$ cat src/rtl/uart_rx_fill_if.sv
// uart_rx_fill_if -- byte-FIFO write port used by the UART receiver.
//   wr   : single-cycle push strobe (receiver -> FIFO)
//   din  : received byte, valid while wr=1 and held until the next push
//   full : FIFO full flag (FIFO -> receiver)
// master = receiver side, slave = FIFO side.
interface uart_rx_fill_if;
    logic       wr;
    logic [7:0] din;
    logic       full;

    modport master (output wr, output din, input full);
    modport slave  (input wr, input din, output full);
endinterface

$ cat src/rtl/uart_rx_fill.sv
// uart_rx_fill -- 8N1 UART receiver that pushes each good byte into a byte FIFO.
// Ports:
//   clk       : clock, rising edge
//   rst       : asynchronous active-high reset
//   rx        : asynchronous serial line, idle high, LSB first
//   err_clr   : synchronous clear of the sticky error flags
//   overrun   : sticky, a good byte was dropped because the FIFO was full
//   frame_err : sticky, a stop bit was sampled low
//   busy      : high whenever the receiver is not idle
//   fifo      : FIFO write port (wr, din out; full in)
module uart_rx_fill #(
    parameter int unsigned CLKS_PER_BIT = 16
) (
    input  logic           clk,
    input  logic           rst,
    input  logic           rx,
    input  logic           err_clr,
    output logic           overrun,
    output logic           frame_err,
    output logic           busy,
    uart_rx_fill_if.master fifo
);

    localparam int unsigned CntW = $clog2(CLKS_PER_BIT);
    localparam logic [CntW-1:0] CntHalf = CntW'(CLKS_PER_BIT / 2 - 1);
    localparam logic [CntW-1:0] CntLast = CntW'(CLKS_PER_BIT - 1);

    localparam logic [2:0] StIdle  = 3'd0;
    localparam logic [2:0] StStart = 3'd1;
    localparam logic [2:0] StData  = 3'd2;
    localparam logic [2:0] StStop  = 3'd3;
    localparam logic [2:0] StBrk   = 3'd4;

    logic            r_sync1;
    logic            r_sync2;
    logic [1:0]      r_warm;
    logic            r_armed;
    logic [2:0]      r_state;
    logic [CntW-1:0] r_cnt;
    logic [2:0]      r_bitn;
    logic [7:0]      r_shift;
    logic            r_wr;
    logic [7:0]      r_din;
    logic            r_overrun;
    logic            r_frame_err;

    logic            w_rx_s;
    logic [2:0]      w_state_d;
    logic [CntW-1:0] w_cnt_d;
    logic [2:0]      w_bitn_d;
    logic [7:0]      w_shift_d;
    logic            w_armed_d;
    logic            w_wr_d;
    logic [7:0]      w_din_d;
    logic            w_ovr_set;
    logic            w_fe_set;

    assign w_rx_s = r_sync2;

    always_comb begin
        w_state_d = r_state;
        w_cnt_d   = r_cnt + 1'b1;
        w_bitn_d  = r_bitn;
        w_shift_d = r_shift;
        w_armed_d = 1'b0;
        w_wr_d    = 1'b0;
        w_din_d   = r_din;
        w_ovr_set = 1'b0;
        w_fe_set  = 1'b0;
        case (r_state)
            StIdle: begin
                w_cnt_d = '0;
                // The synchronizer resets to 1, so its first two outputs after
                // reset are not real line samples; r_warm masks them so a line
                // held low through reset cannot arm the receiver.
                w_armed_d = r_armed | (r_warm[1] & w_rx_s);
                if (r_armed && !w_rx_s) begin
                    w_state_d = StStart;
                    w_armed_d = 1'b0;
                end
            end
            StStart: begin
                if (r_cnt == CntHalf) begin
                    w_cnt_d  = '0;
                    w_bitn_d = 3'd0;
                    w_state_d = w_rx_s ? StIdle : StData;
                end
            end
            StData: begin
                if (r_cnt == CntLast) begin
                    w_cnt_d   = '0;
                    w_shift_d = {w_rx_s, r_shift[7:1]};
                    w_bitn_d  = r_bitn + 3'd1;
                    if (r_bitn == 3'd7) begin
                        w_state_d = StStop;
                    end
                end
            end
            StStop: begin
                if (r_cnt == CntLast) begin
                    w_cnt_d = '0;
                    if (w_rx_s) begin
                        w_state_d = StIdle;
                        // full only matters in this cycle
                        if (fifo.full) begin
                            w_ovr_set = 1'b1;
                        end else begin
                            w_wr_d  = 1'b1;
                            w_din_d = r_shift;
                        end
                    end else begin
                        w_fe_set  = 1'b1;
                        w_state_d = StBrk;
                    end
                end
            end
            StBrk: begin
                w_cnt_d = '0;
                if (w_rx_s) begin
                    w_state_d = StIdle;
                end
            end
            default: begin
                w_cnt_d   = '0;
                w_state_d = StIdle;
            end
        endcase
    end

    always_ff @(posedge clk or posedge rst) begin
        if (rst) begin
            r_sync1     <= 1'b1;
            r_sync2     <= 1'b1;
            r_warm      <= 2'b00;
            r_armed     <= 1'b0;
            r_state     <= StIdle;
            r_cnt       <= '0;
            r_bitn      <= 3'd0;
            r_shift     <= 8'h00;
            r_wr        <= 1'b0;
            r_din       <= 8'h00;
            r_overrun   <= 1'b0;
            r_frame_err <= 1'b0;
        end else begin
            r_sync1     <= rx;
            r_sync2     <= r_sync1;
            r_warm      <= {r_warm[0], 1'b1};
            r_armed     <= w_armed_d;
            r_state     <= w_state_d;
            r_cnt       <= w_cnt_d;
            r_bitn      <= w_bitn_d;
            r_shift     <= w_shift_d;
            r_wr        <= w_wr_d;
            r_din       <= w_din_d;
            // A new error event wins over a simultaneous clear.
            r_overrun   <= w_ovr_set | (r_overrun & ~err_clr);
            r_frame_err <= w_fe_set | (r_frame_err & ~err_clr);
        end
    end

    assign fifo.wr   = r_wr;
    assign fifo.din  = r_din;
    assign overrun   = r_overrun;
    assign frame_err = r_frame_err;
    assign busy      = (r_state != StIdle);

endmodule

$ cat src/flat_wrapper.sv
// flat-port wrapper written by rule: the top's interface ports become plain ports
module uart_rx_fill_flat 
#(
    parameter int unsigned CLKS_PER_BIT = 16
)
  (clk, rst, rx, err_clr, overrun, frame_err, busy, fifo_wr, fifo_din, fifo_full);
  uart_rx_fill_if fifo_i ();
  input  logic clk;
  input  logic rst;
  input  logic rx;
  input  logic err_clr;
  output logic overrun;
  output logic frame_err;
  output logic busy;
  output wire logic [$bits(fifo_i.wr)-1:0] fifo_wr;
  output wire logic [$bits(fifo_i.din)-1:0] fifo_din;
  input wire logic [$bits(fifo_i.full)-1:0] fifo_full;
  assign fifo_wr = fifo_i.wr;
  assign fifo_din = fifo_i.din;
  assign fifo_i.full = fifo_full;
  uart_rx_fill #(.CLKS_PER_BIT(CLKS_PER_BIT)) u_core (.clk(clk), .rst(rst), .rx(rx), .err_clr(err_clr), .overrun(overrun), .frame_err(frame_err), .busy(busy), .fifo(fifo_i));
endmodule
$ cat config.mk
export PLATFORM = sky130hd
export DESIGN_NAME = uart_rx_fill_flat
export DESIGN_NICKNAME = d
export VERILOG_FILES = /design/src/rtl/uart_rx_fill_if.sv /design/src/rtl/uart_rx_fill.sv /design/src/flat_wrapper.sv
export SDC_FILE = /design/constraint.sdc
export NUM_CORES = 1
export LEC_CHECK = 0
export BUFFER_PORTS_ARGS = -buffer_cell sky130_fd_sc_hd__buf_2
export CORE_AREA = 3 3 41 80
export CTS_CLUSTER_DIAMETER = 150
export DETAILED_ROUTE_END_ITERATION = 7
export DIE_AREA = 0 0 44 83
export PLACE_DENSITY = 0.74
export SYNTH_ARGS = -nofsm -noshare
export SYNTH_HDL_FRONTEND = slang
export SYNTH_SLANG_ARGS = --single-unit
export TNS_END_PERCENT = 30
$ cat constraint.sdc
create_clock -name clk -period 1.7 [get_ports clk]
set_input_delay 0.17 -clock clk [delete_from_list [all_inputs] [get_ports clk]]
set_output_delay 0.17 -clock clk [all_outputs]
set_load 0.03 [all_outputs]
==> results of run 1 <==
## sequential cells by signal (all words and copies together) (netlist names)
name / flops
u_core.r_sync2: 1
u_core.r_shift: 8
u_core.r_bitn: 3
u_core.frame_err: 1
u_core.fifo.din: 8
u_core.r_armed: 1
u_core.r_sync1: 1
u_core.r_warm: 2
u_core.overrun: 1
u_core.r_state: 3
u_core.fifo.wr: 1
u_core.r_cnt: 4
## power by group through the flow
stage          Combinational, mW  Clock [mW]  Sequential, mW
4_1_cts                    0.413       0.618           0.985
5_1_grt                    0.466       0.659            1.01
3_5_place_dp               0.407           0            1.00
6_report                   0.417       0.597           0.996
3_3_place_gp               0.393           0           0.994
2_1_floorplan              0.344           0           0.942
## layer usage
| layer | part of all wire | global-route usage | up-vias | routed length [µm] |
|---|---|---|---|---|
| met5 | 0 | 0 | - | 0 |
| met3 | 0.025 | 0.0390 | 10 | 70 |
| li1 | - | - | 481 | - |
| met2 | 0.58 | 0.315 | 24 | 1650 |
| met1 | 0.36 | 0.196 | 504 | 1010 |
| met4 | 0.033 | 0.113 | 0 | 93 |
## final cells by class
cell class / count / area [µm²] / share of cell area
clock inverters: 1 / 5.00 / 0.00286
flip-flops and latches: 34 / 855 / 0.488
well taps: 29 / 36.3 / 0.0207
clock buffers: 7 / 86.3 / 0.0493
repair buffers: 24 / 145 / 0.0828
inverters: 6 / 22.5 / 0.0128
multi-input cells: 78 / 603 / 0.344
## logic make-up (layout without fill, tap and decap cells)
family	after synthesis	after routing	synth area share
simple gates	36	36	0.152
flops	34	34	0.571
compound gates	19	19	0.0754
mux	18	18	0.136
buf+inv	12	38	0.0327
fa+ha+maj	3	3	0.0251
other cells	1	1	0.00251
xor+xnor	1	1	0.00586
## timing repair
action | in CTS | in global routing
endpoints found under the setup margin | 0 | 17
gates resized for setup | 0 | 3
setup buffers | 0 | 0
hold buffers | 2 | 0
endpoints found under the hold margin | 33 | 0
## path summary, 6_finish.rpt
check,cells after the start,end
setup / recovery,3,busy
max in group asynchronous,4,u_core.r_sync1$_DFF_PP1_
hold reg to reg,0,u_core.r_sync2$_DFF_PP1_
hold / removal,2,u_core.fifo.wr$_DFF_PP0_
min in group asynchronous,4,u_core.r_warm[1]$_DFF_PP0_
setup reg to reg,5,u_core.r_bitn[0]$_DFFE_PP0P_
## worst register-to-register path, delay by kind of cell (launching register included)
kind	cells	cell delay (ns)
simple gates	3	0.68
flops	1	0.38
fa+ha+maj	1	0.25
compound gates	1	0.16
## metrics by stage
| stage | instances | utilization | TNS, ns |
|---|---|---|---|
| final | 179 | 0.633 | 0 |
| after global routing | 179 | 0.633 | -0.000417 |
| after CTS | 179 | 0.628 | 0 |
| after detailed placement | 169 | 0.588 | 0 |
| after global placement | 169 | 0.588 | 0 |
| after floorplan | 124 | - | 0 |
## cell usage after synthesis
| master | count | share of area |
|---|---|---|
| o21a_1 | 1 | 0.0050 |
| ha_1 | 3 | 0.025 |
| inv_1 | 6 | 0.015 |
| nor2_1 | 5 | 0.013 |
| a2bb2oi_1 | 1 | 0.0059 |
| buf_2 | 3 | 0.010 |
| conb_1 | 1 | 0.0025 |
| nor3_1 | 6 | 0.020 |
| a21oi_1 | 5 | 0.017 |
| or3_1 | 1 | 0.0042 |
| nand2b_1 | 1 | 0.0042 |
| nand3_1 | 2 | 0.0067 |
| o22ai_1 | 2 | 0.0084 |
| clkbuf_1 | 3 | 0.0075 |
| nand4b_1 | 1 | 0.0059 |
| and2_1 | 1 | 0.0042 |
| xnor2_1 | 1 | 0.0059 |
| dfrtp_1 | 32 | 0.54 |
| a311oi_1 | 1 | 0.0059 |
| mux2_2 | 18 | 0.14 |
| nor2b_1 | 1 | 0.0042 |
| nand2_1 | 5 | 0.013 |
| or4b_1 | 1 | 0.0067 |
| dfstp_2 | 2 | 0.035 |
| and3_1 | 3 | 0.013 |
| o41ai_1 | 1 | 0.0059 |
| nor3b_1 | 4 | 0.020 |
| nor3b_2 | 1 | 0.0084 |
| a31oi_1 | 1 | 0.0042 |
| nand4b_2 | 1 | 0.010 |
| nor2_4 | 2 | 0.015 |
| or2_2 | 1 | 0.0042 |
| o21ai_0 | 7 | 0.023 |
==> flow_summary.toml, run 1 <==
[clocking]
cts.clk_slew.worst_paths_ns = 0.06
cts_made_buffers = 5
clockBufferDepth = 2
h-tree-depth = 2
clk_root_buffer_cell = "clkbuf_8"
cts_tree = "built"
cts.sink_count = 34
clock_latency_ns = 0.28

[routing]
drt-wirelength-per-cell_um = 15.8
dr.pass1.iters = 4
ant_nets = 0
num_vias = 1019
totalWireLength_mm = 2.83
drcViolationCount = 0
drt_iter0_drc = 39
vias_per_cell = 5.69

[synthesis]
synth_seq_cells = 34
yosys_warnings = 0
synth_area_um2 = 1490
synth_nets = 132
seq_area_frac_synth = 0.571
syn_avg_cell_area_um2 = 12.0
synthCells = 124
synth_cell_types = 33

[flow_run]
cap_violations = 0

[pwr]
p_sw_frac = 0.303
p_switching_mw = 0.610
internal_power_mw = 1.40
vdd_ir_drop_max_v = 0.000691
comb_power_share = 0.207
seqPwrFrac = 0.495
powerDensity_nw_per_um2 = 1150
power_mw = 2.01
leakage_nw = 0.891
clockPowerShare = 0.297

[place]
io_buffers = 16
dp_slack_ns = 0.0571
dp_hpwl_mm = 2.06
gp_congestion = 0.759
place_area_um2 = 1630

[die]
chipHeight_um = 83
die_w_um = 44
start_util = 0.539
ios = 17
fp-row-count = 27
core-area_um2 = 2770
die_area_um2 = 3650

[timing]
finClkSkew_ns = 0.00801
hold_viol = 0
setup_slack_ns = 0.0589
whs_ns = 0.0713
final-setup-viol-count = 0
min_period_ns = 1.64
fmax_mhz = 609
slew_violations = 0
rsz0062_at_grt = "yes"
fin_crit_sh = 0.965

[layout]
nNetsFinal = 157
fin_area_um2 = 1750
final_common_cell = "dfrtp_1"
final_cell_mix = "31 x dfrtp_1, 18 x mux2_2, 16 x buf_2"
layout-drive-gt1-share = 0.373
fillers = 224
diodes = 0
syn_to_final_growth_pct = 17.3

[setup_path]
crit_type = "register to primary output"
worstPathArrival_ns = 1.47
worstPathMaxFanout = 9
r2r-start = "u_core.r_cnt[0]$_DFF_PP0_"
ff2ff_setup_slack_ns = 0.13
worst-path-buf-inv = 2
crit_start = "u_core.r_state[0]$_DFFE_PP0P_"
slowest_stage = "dfrtp_2"
start_kind = "register"
critPathTopFamily = "flip-flops"
crit_chain = "buf_4, or3_1, buf_2"
endpoint_kind = "primary output"
critPathMaxStageDelay_ns = 0.47
crit_required_ns = 1.53

[global_routing]
grt_util_all_layers = 0.185
grt_pass1_vias = 1131
grt_pass1_wl_mm = 4.99
antenna_found_initial = 0
grt_max_degree = 35
gr-total-overflow = 0

[outcome]
status = "finished clean"

[min_path]
min_path_type = "primary input to register"
min_from = "fifo_full"
Power figures use the tool's default switching activity.
==> run 2: changes to the inputs <==
--- a/config.mk
+++ b/config.mk
@@ -5,12 +5,13 @@
 export SDC_FILE = /design/constraint.sdc
 export NUM_CORES = 1
 export LEC_CHECK = 0
-export BUFFER_PORTS_ARGS = -buffer_cell sky130_fd_sc_hd__buf_2
-export CORE_AREA = 3 3 41 80
+export CORE_AREA = 4 4 55 57
 export CTS_CLUSTER_DIAMETER = 150
 export DETAILED_ROUTE_END_ITERATION = 7
-export DIE_AREA = 0 0 44 83
+export DIE_AREA = 0 0 59 61
+export DONT_BUFFER_PORTS = 1
 export PLACE_DENSITY = 0.74
+export SETUP_SLACK_MARGIN = 0.02
 export SYNTH_ARGS = -nofsm -noshare
 export SYNTH_HDL_FRONTEND = slang
 export SYNTH_SLANG_ARGS = --single-unit
==> run 2 against run 1 <==
Compared with the run above: combinational power shrank 2%; design area shrank 4.1%; power shrank 7.3%.
==> flow_summary.toml, run 2 (synthesis results as in run 1) <==
[layout]
final_common_cell = "dfrtp_1"
seq_area_um2 = 856
multi_input_area_um2 = 601
nNetsFinal = 144
layout-drive-gt1-share = 0.299
final_cell_mix = "30 x dfrtp_1, 18 x mux2_2, 7 x o21ai_0"
fillers = 195
diodes = 0
syn_to_final_growth_pct = 12.6

[pwr]
powerDensity_nw_per_um2 = 1110
leakage_nw = 0.816
vdd_ir_drop_max_v = 0.000866

[clocking]
clk_root_buffer_cell = "clkbuf_4"
clock_latency_ns = 0.32
h-tree-depth = 2
postCtsSetupBuffers = 0
cts.sink_count = 34
cts.clk_slew.worst_paths_ns = 0.10
cts_made_buffers = 5
cts_tree = "built"
clockBufferDepth = 2

[die]
fp-row-count = 18
core-area_um2 = 2480
chipHeight_um = 61
die_area_um2 = 3600
die_w_um = 59
ios = 17
start_util = 0.603

[global_routing]
grt_util_all_layers = 0.168
top_usage_layer = "met2"
grt_pass1_wl_mm = 4.38
use_met3 = 0.0468
use_met2 = 0.281
grt_pass1_vias = 952
grt_max_degree = 23
gr-total-overflow = 0
antenna_found_initial = 0
grtUsageMet1 = 0.203

[timing]
final-setup-viol-count = 0
fmax_mhz = 621
tightest_slew_ns = 0.554
fin_crit_sh = 0.947
finClkSkew_ns = 0.00840
min_period_ns = 1.61
hold_viol = 0
whs_ns = 0.332
max_slew_margin = 0.630
slew_violations = 0
setup_tns_ns = 0
rsz0062_at_grt = "no"

[setup_path]
ff2ff_setup_slack_ns = 0.09
critPathMaxStageDelay_ns = 0.48
crit_required_ns = 1.91
worstPathArrival_ns = 1.82
endpoint_kind = "register"
crit_chain = "ha_1, nand2_1, or4b_1, a21oi_1, nor3_1"
critPathTopFamily = "simple AND/OR/NAND/NOR gates"
worst-path-buf-inv = 0
slowest_stage = "or4b_1"
crit_type = "register to register"
worstPathMaxFanout = 4
start_kind = "register"

[routing]
totalWireLength_mm = 2.58
drt_iter0_drc = 44
num_vias = 963
ant_nets = 0
dr.pass1.iters = 4
drcViolationCount = 0
vias_per_cell = 5.77
drt-wirelength-per-cell_um = 15.5

[place]
gp_congestion = 0.830
io_buffers = 0
dp_hpwl_mm = 1.79

[min_path]
min_path_type = "primary input to register"

[outcome]
status = "finished clean"

[flow_run]
cap_violations = 0
[run 2: cell types whose count changed in the layout (fill, tap and decap cells not counted), sizes merged]
cell         change
buf             -15
dlygate4sd3      +2
[run 2: what timing repair did]
action	in CTS	in global routing
gates resized for setup	0	3
endpoints found under the hold margin	14	0
setup endpoints to repair	0	18
hold buffers	4	0
[run 2: final timing paths]
kind / endpoint / depth (start not counted) / from
max: u_core.r_bitn[0]$_DFFE_PP0P_ / 5 / u_core.r_cnt[0]$_DFF_PP0_
max in group asynchronous: u_core.r_bitn[1]$_DFFE_PP0P_ / 3 / rst
min: u_core.fifo.din[3]$_DFFE_PP0P_ / 3 / fifo_full
min reg2reg: u_core.r_warm[1]$_DFF_PP0_ / 0 / u_core.r_warm[0]$_DFF_PP0_
min in group asynchronous: u_core.r_warm[0]$_DFF_PP0_ / 2 / rst
max reg2reg: u_core.r_bitn[0]$_DFFE_PP0P_ / 5 / u_core.r_cnt[0]$_DFF_PP0_
[run 2: area by class of cell]
class,count,share of cell area
inverters,6,0.0134
flip-flops and latches,34,0.509
clock buffers,7,0.0327
repair buffers,11,0.0625
multi-input cells,78,0.357
clock inverters,1,0.00298
well taps,30,0.0223
[run 2: per-layer routing]
layer  wire, µm  vias up
li1           -      460
met1       1140      475
met2       1270       24
met3        125        4
met4         47        0
met5          0        -
[run 2: worst min-delay path, stage by stage]
cell and delay (ns):
nand4b_1 0.14, nor2_4 0.10, mux2_2 0.22
[run 2: power breakdown]
part | switching (mW) | internal, mW | total (mW)
combinational | 0.215 | 0.192 | 0.407
clock | 0.252 | 0.200 | 0.452
sequential | 0.120 | 0.885 | 1.00
total | 0.587 | 1.28 | 1.86
[run 2: metrics by stage]
stage / total power [mW] / instances / utilization / area, µm² / worst slack (ns)
CTS: 1.87 / 167 / 0.674 / 1670 / 0.0486
finish: 1.86 / 167 / 0.679 / 1680 / 0.0893
global placement: 1.38 / 155 / 0.634 / 1570 / 0.117
global route: 1.98 / 167 / 0.679 / 1680 / 0.0111
floorplan: 1.29 / 124 / - / 1490 / 0.140
detailed placement: 1.41 / 155 / 0.634 / 1570 / 0.0592
==> run 3: changes to the inputs <==
--- a/config.mk
+++ b/config.mk
@@ -5,12 +5,14 @@
 export SDC_FILE = /design/constraint.sdc
 export NUM_CORES = 1
 export LEC_CHECK = 0
-export CORE_AREA = 4 4 55 57
+export CELL_PAD_IN_SITES_DETAIL_PLACEMENT = 0
+export CELL_PAD_IN_SITES_GLOBAL_PLACEMENT = 1
+export CORE_AREA = 4 4 45 86
 export CTS_CLUSTER_DIAMETER = 150
 export DETAILED_ROUTE_END_ITERATION = 7
-export DIE_AREA = 0 0 59 61
+export DIE_AREA = 0 0 49 90
 export DONT_BUFFER_PORTS = 1
-export PLACE_DENSITY = 0.74
+export PLACE_DENSITY_LB_ADDON = 0.1
 export SETUP_SLACK_MARGIN = 0.02
 export SYNTH_ARGS = -nofsm -noshare
 export SYNTH_HDL_FRONTEND = slang
==> run 3 against run 2 <==
Compared with the run above: sequential cell count did not move; sequential share of layout area decreased by 1.3 points; register-to-register slack hardly changed; critical path type unchanged.
==> flow_summary.toml, run 3 (synthesis results as in run 1) <==
[outcome]
status = "finished clean"

[setup_path]
worstPathMaxFanout = 8
slowest_stage = "dfrtp_1"
critPathMaxStageDelay_ns = 0.38
crit_required_ns = 1.87
critPathTopFamily = "simple AND/OR/NAND/NOR gates"
crit_type = "register to register"
endpoint_kind = "register"
worstPathArrival_ns = 1.78
crit_chain = "ha_2, nand4b_2, nor2_4, mux2_2"
start_kind = "register"
worst-path-buf-inv = 0
ff2ff_setup_slack_ns = 0.09

[routing]
num_vias = 941
drt_iter0_drc = 6
drcViolationCount = 0
dr.pass1.iters = 3
drt-wirelength-per-cell_um = 16.0
ant_nets = 0
vias_per_cell = 5.60
totalWireLength_mm = 2.69

[global_routing]
grt_pass1_vias = 971
antenna_found_initial = 0
grt_pass1_wl_mm = 4.75
grt_max_degree = 35
grt_util_all_layers = 0.138
gr-total-overflow = 0

[clocking]
cts_tree = "built"
clock_latency_ns = 0.28
clk_root_buffer_cell = "clkbuf_8"
h-tree-depth = 2
clockBufferDepth = 2
cts.clk_slew.worst_paths_ns = 0.07
postCtsSetupBuffers = 0
cts_made_buffers = 5
cts.sink_count = 34

[min_path]
min_path_type = "primary input to register"

[timing]
fmax_mhz = 621
whs_ns = 0.0360
slew_violations = 0
min_period_ns = 1.61
finClkSkew_ns = 0.00388
fin_crit_sh = 0.947
setup_slack_ns = 0.0897
hold_viol = 0
final-setup-viol-count = 0
setup_tns_ns = 0
rsz0062_at_grt = "yes"

[layout]
layout.cells.non_filler = 168
layout-drive-gt1-share = 0.314
diodes = 0
final_common_cell = "dfrtp_1"
nNetsFinal = 144
fillers = 298
syn_to_final_growth_pct = 15.3
final_cell_mix = "31 x dfrtp_1, 18 x mux2_2, 7 x o21ai_0, 7 x buf_4, 6 x inv_1"

[place]
dp_slack_ns = 0.0661
dpl.cell_count = 156
dp_hpwl_mm = 1.93
gp_congestion = 0.729
io_buffers = 0

[pwr]
powerDensity_nw_per_um2 = 1240
vdd_ir_drop_max_v = 0.000763
leakage_nw = 0.811

[die]
ios = 17
die_w_um = 49
fp-row-count = 29
start_util = 0.468
die_area_um2 = 4410
chipHeight_um = 90
core-area_um2 = 3190

[flow_run]
cap_violations = 0
run 3: area by class of cell:
type	count	area [µm²]	share of cell area
inverter	6	22.5	0.0131
clock buffer	6	72.6	0.0421
timing repair buffer	11	92.6	0.0537
sequential	34	855	0.496
clock inverter	2	37.5	0.0218
tap	31	38.8	0.0225
multi-input combinational	78	604	0.351
run 3: worst reg2reg max path: cells and delay by family (launching register included):
kind | cells | cell delay [ns]
flip-flops | 1 | 0.38
adder cells (fa/ha/maj) | 1 | 0.23
AND/OR/NAND/NOR | 2 | 0.51
multiplexers | 1 | 0.37
run 3: what timing repair did:
action / CTS / global route
hold endpoints to repair: 36 / 0
gates resized for setup: 1 / 3
hold buffers: 4 / 0
setup endpoints to repair: 1 / 20
run 3: final timing paths:
path | end | startpoint | cells after the start
max in group asynchronous | u_core.r_sync1$_DFF_PP1_ | rst | 3
worst min register to register | u_core.r_warm[1]$_DFF_PP0_ | u_core.r_warm[0]$_DFF_PP0_ | 0
worst max-delay path | u_core.fifo.din[7]$_DFFE_PP0P_ | u_core.r_cnt[0]$_DFF_PP0_ | 4
worst max register to register | u_core.fifo.din[7]$_DFFE_PP0P_ | u_core.r_cnt[0]$_DFF_PP0_ | 4
min in group asynchronous | u_core.r_bitn[1]$_DFFE_PP0P_ | rst | 3
worst min-delay path | u_core.overrun$_DFF_PP0_ | fifo_full | 2
run 3: metal layers:
metal | global-route usage | wire length, µm | part of all wire
met1 | 0.158 | 1060 | 0.40
met2 | 0.218 | 1430 | 0.53
met3 | 0.0430 | 114 | 0.042
met4 | 0.0854 | 87 | 0.032
met5 | 0 | 0 | 0
run 3: through the flow:
stage          total power [mW]  utilization  area (µm²)
6_report                   2.13        0.540        1720
5_1_grt                    2.27        0.540        1720
4_1_cts                    2.16        0.537        1710
3_5_place_dp               1.40        0.488        1560
3_3_place_gp               1.40        0.488        1560
2_1_floorplan              1.29            -        1490
run 3: power by group:
part           total [mW]  internal (mW)  switching (mW)
clock               0.722          0.437           0.285
combinational       0.418          0.198           0.220
sequential          0.992          0.883           0.109
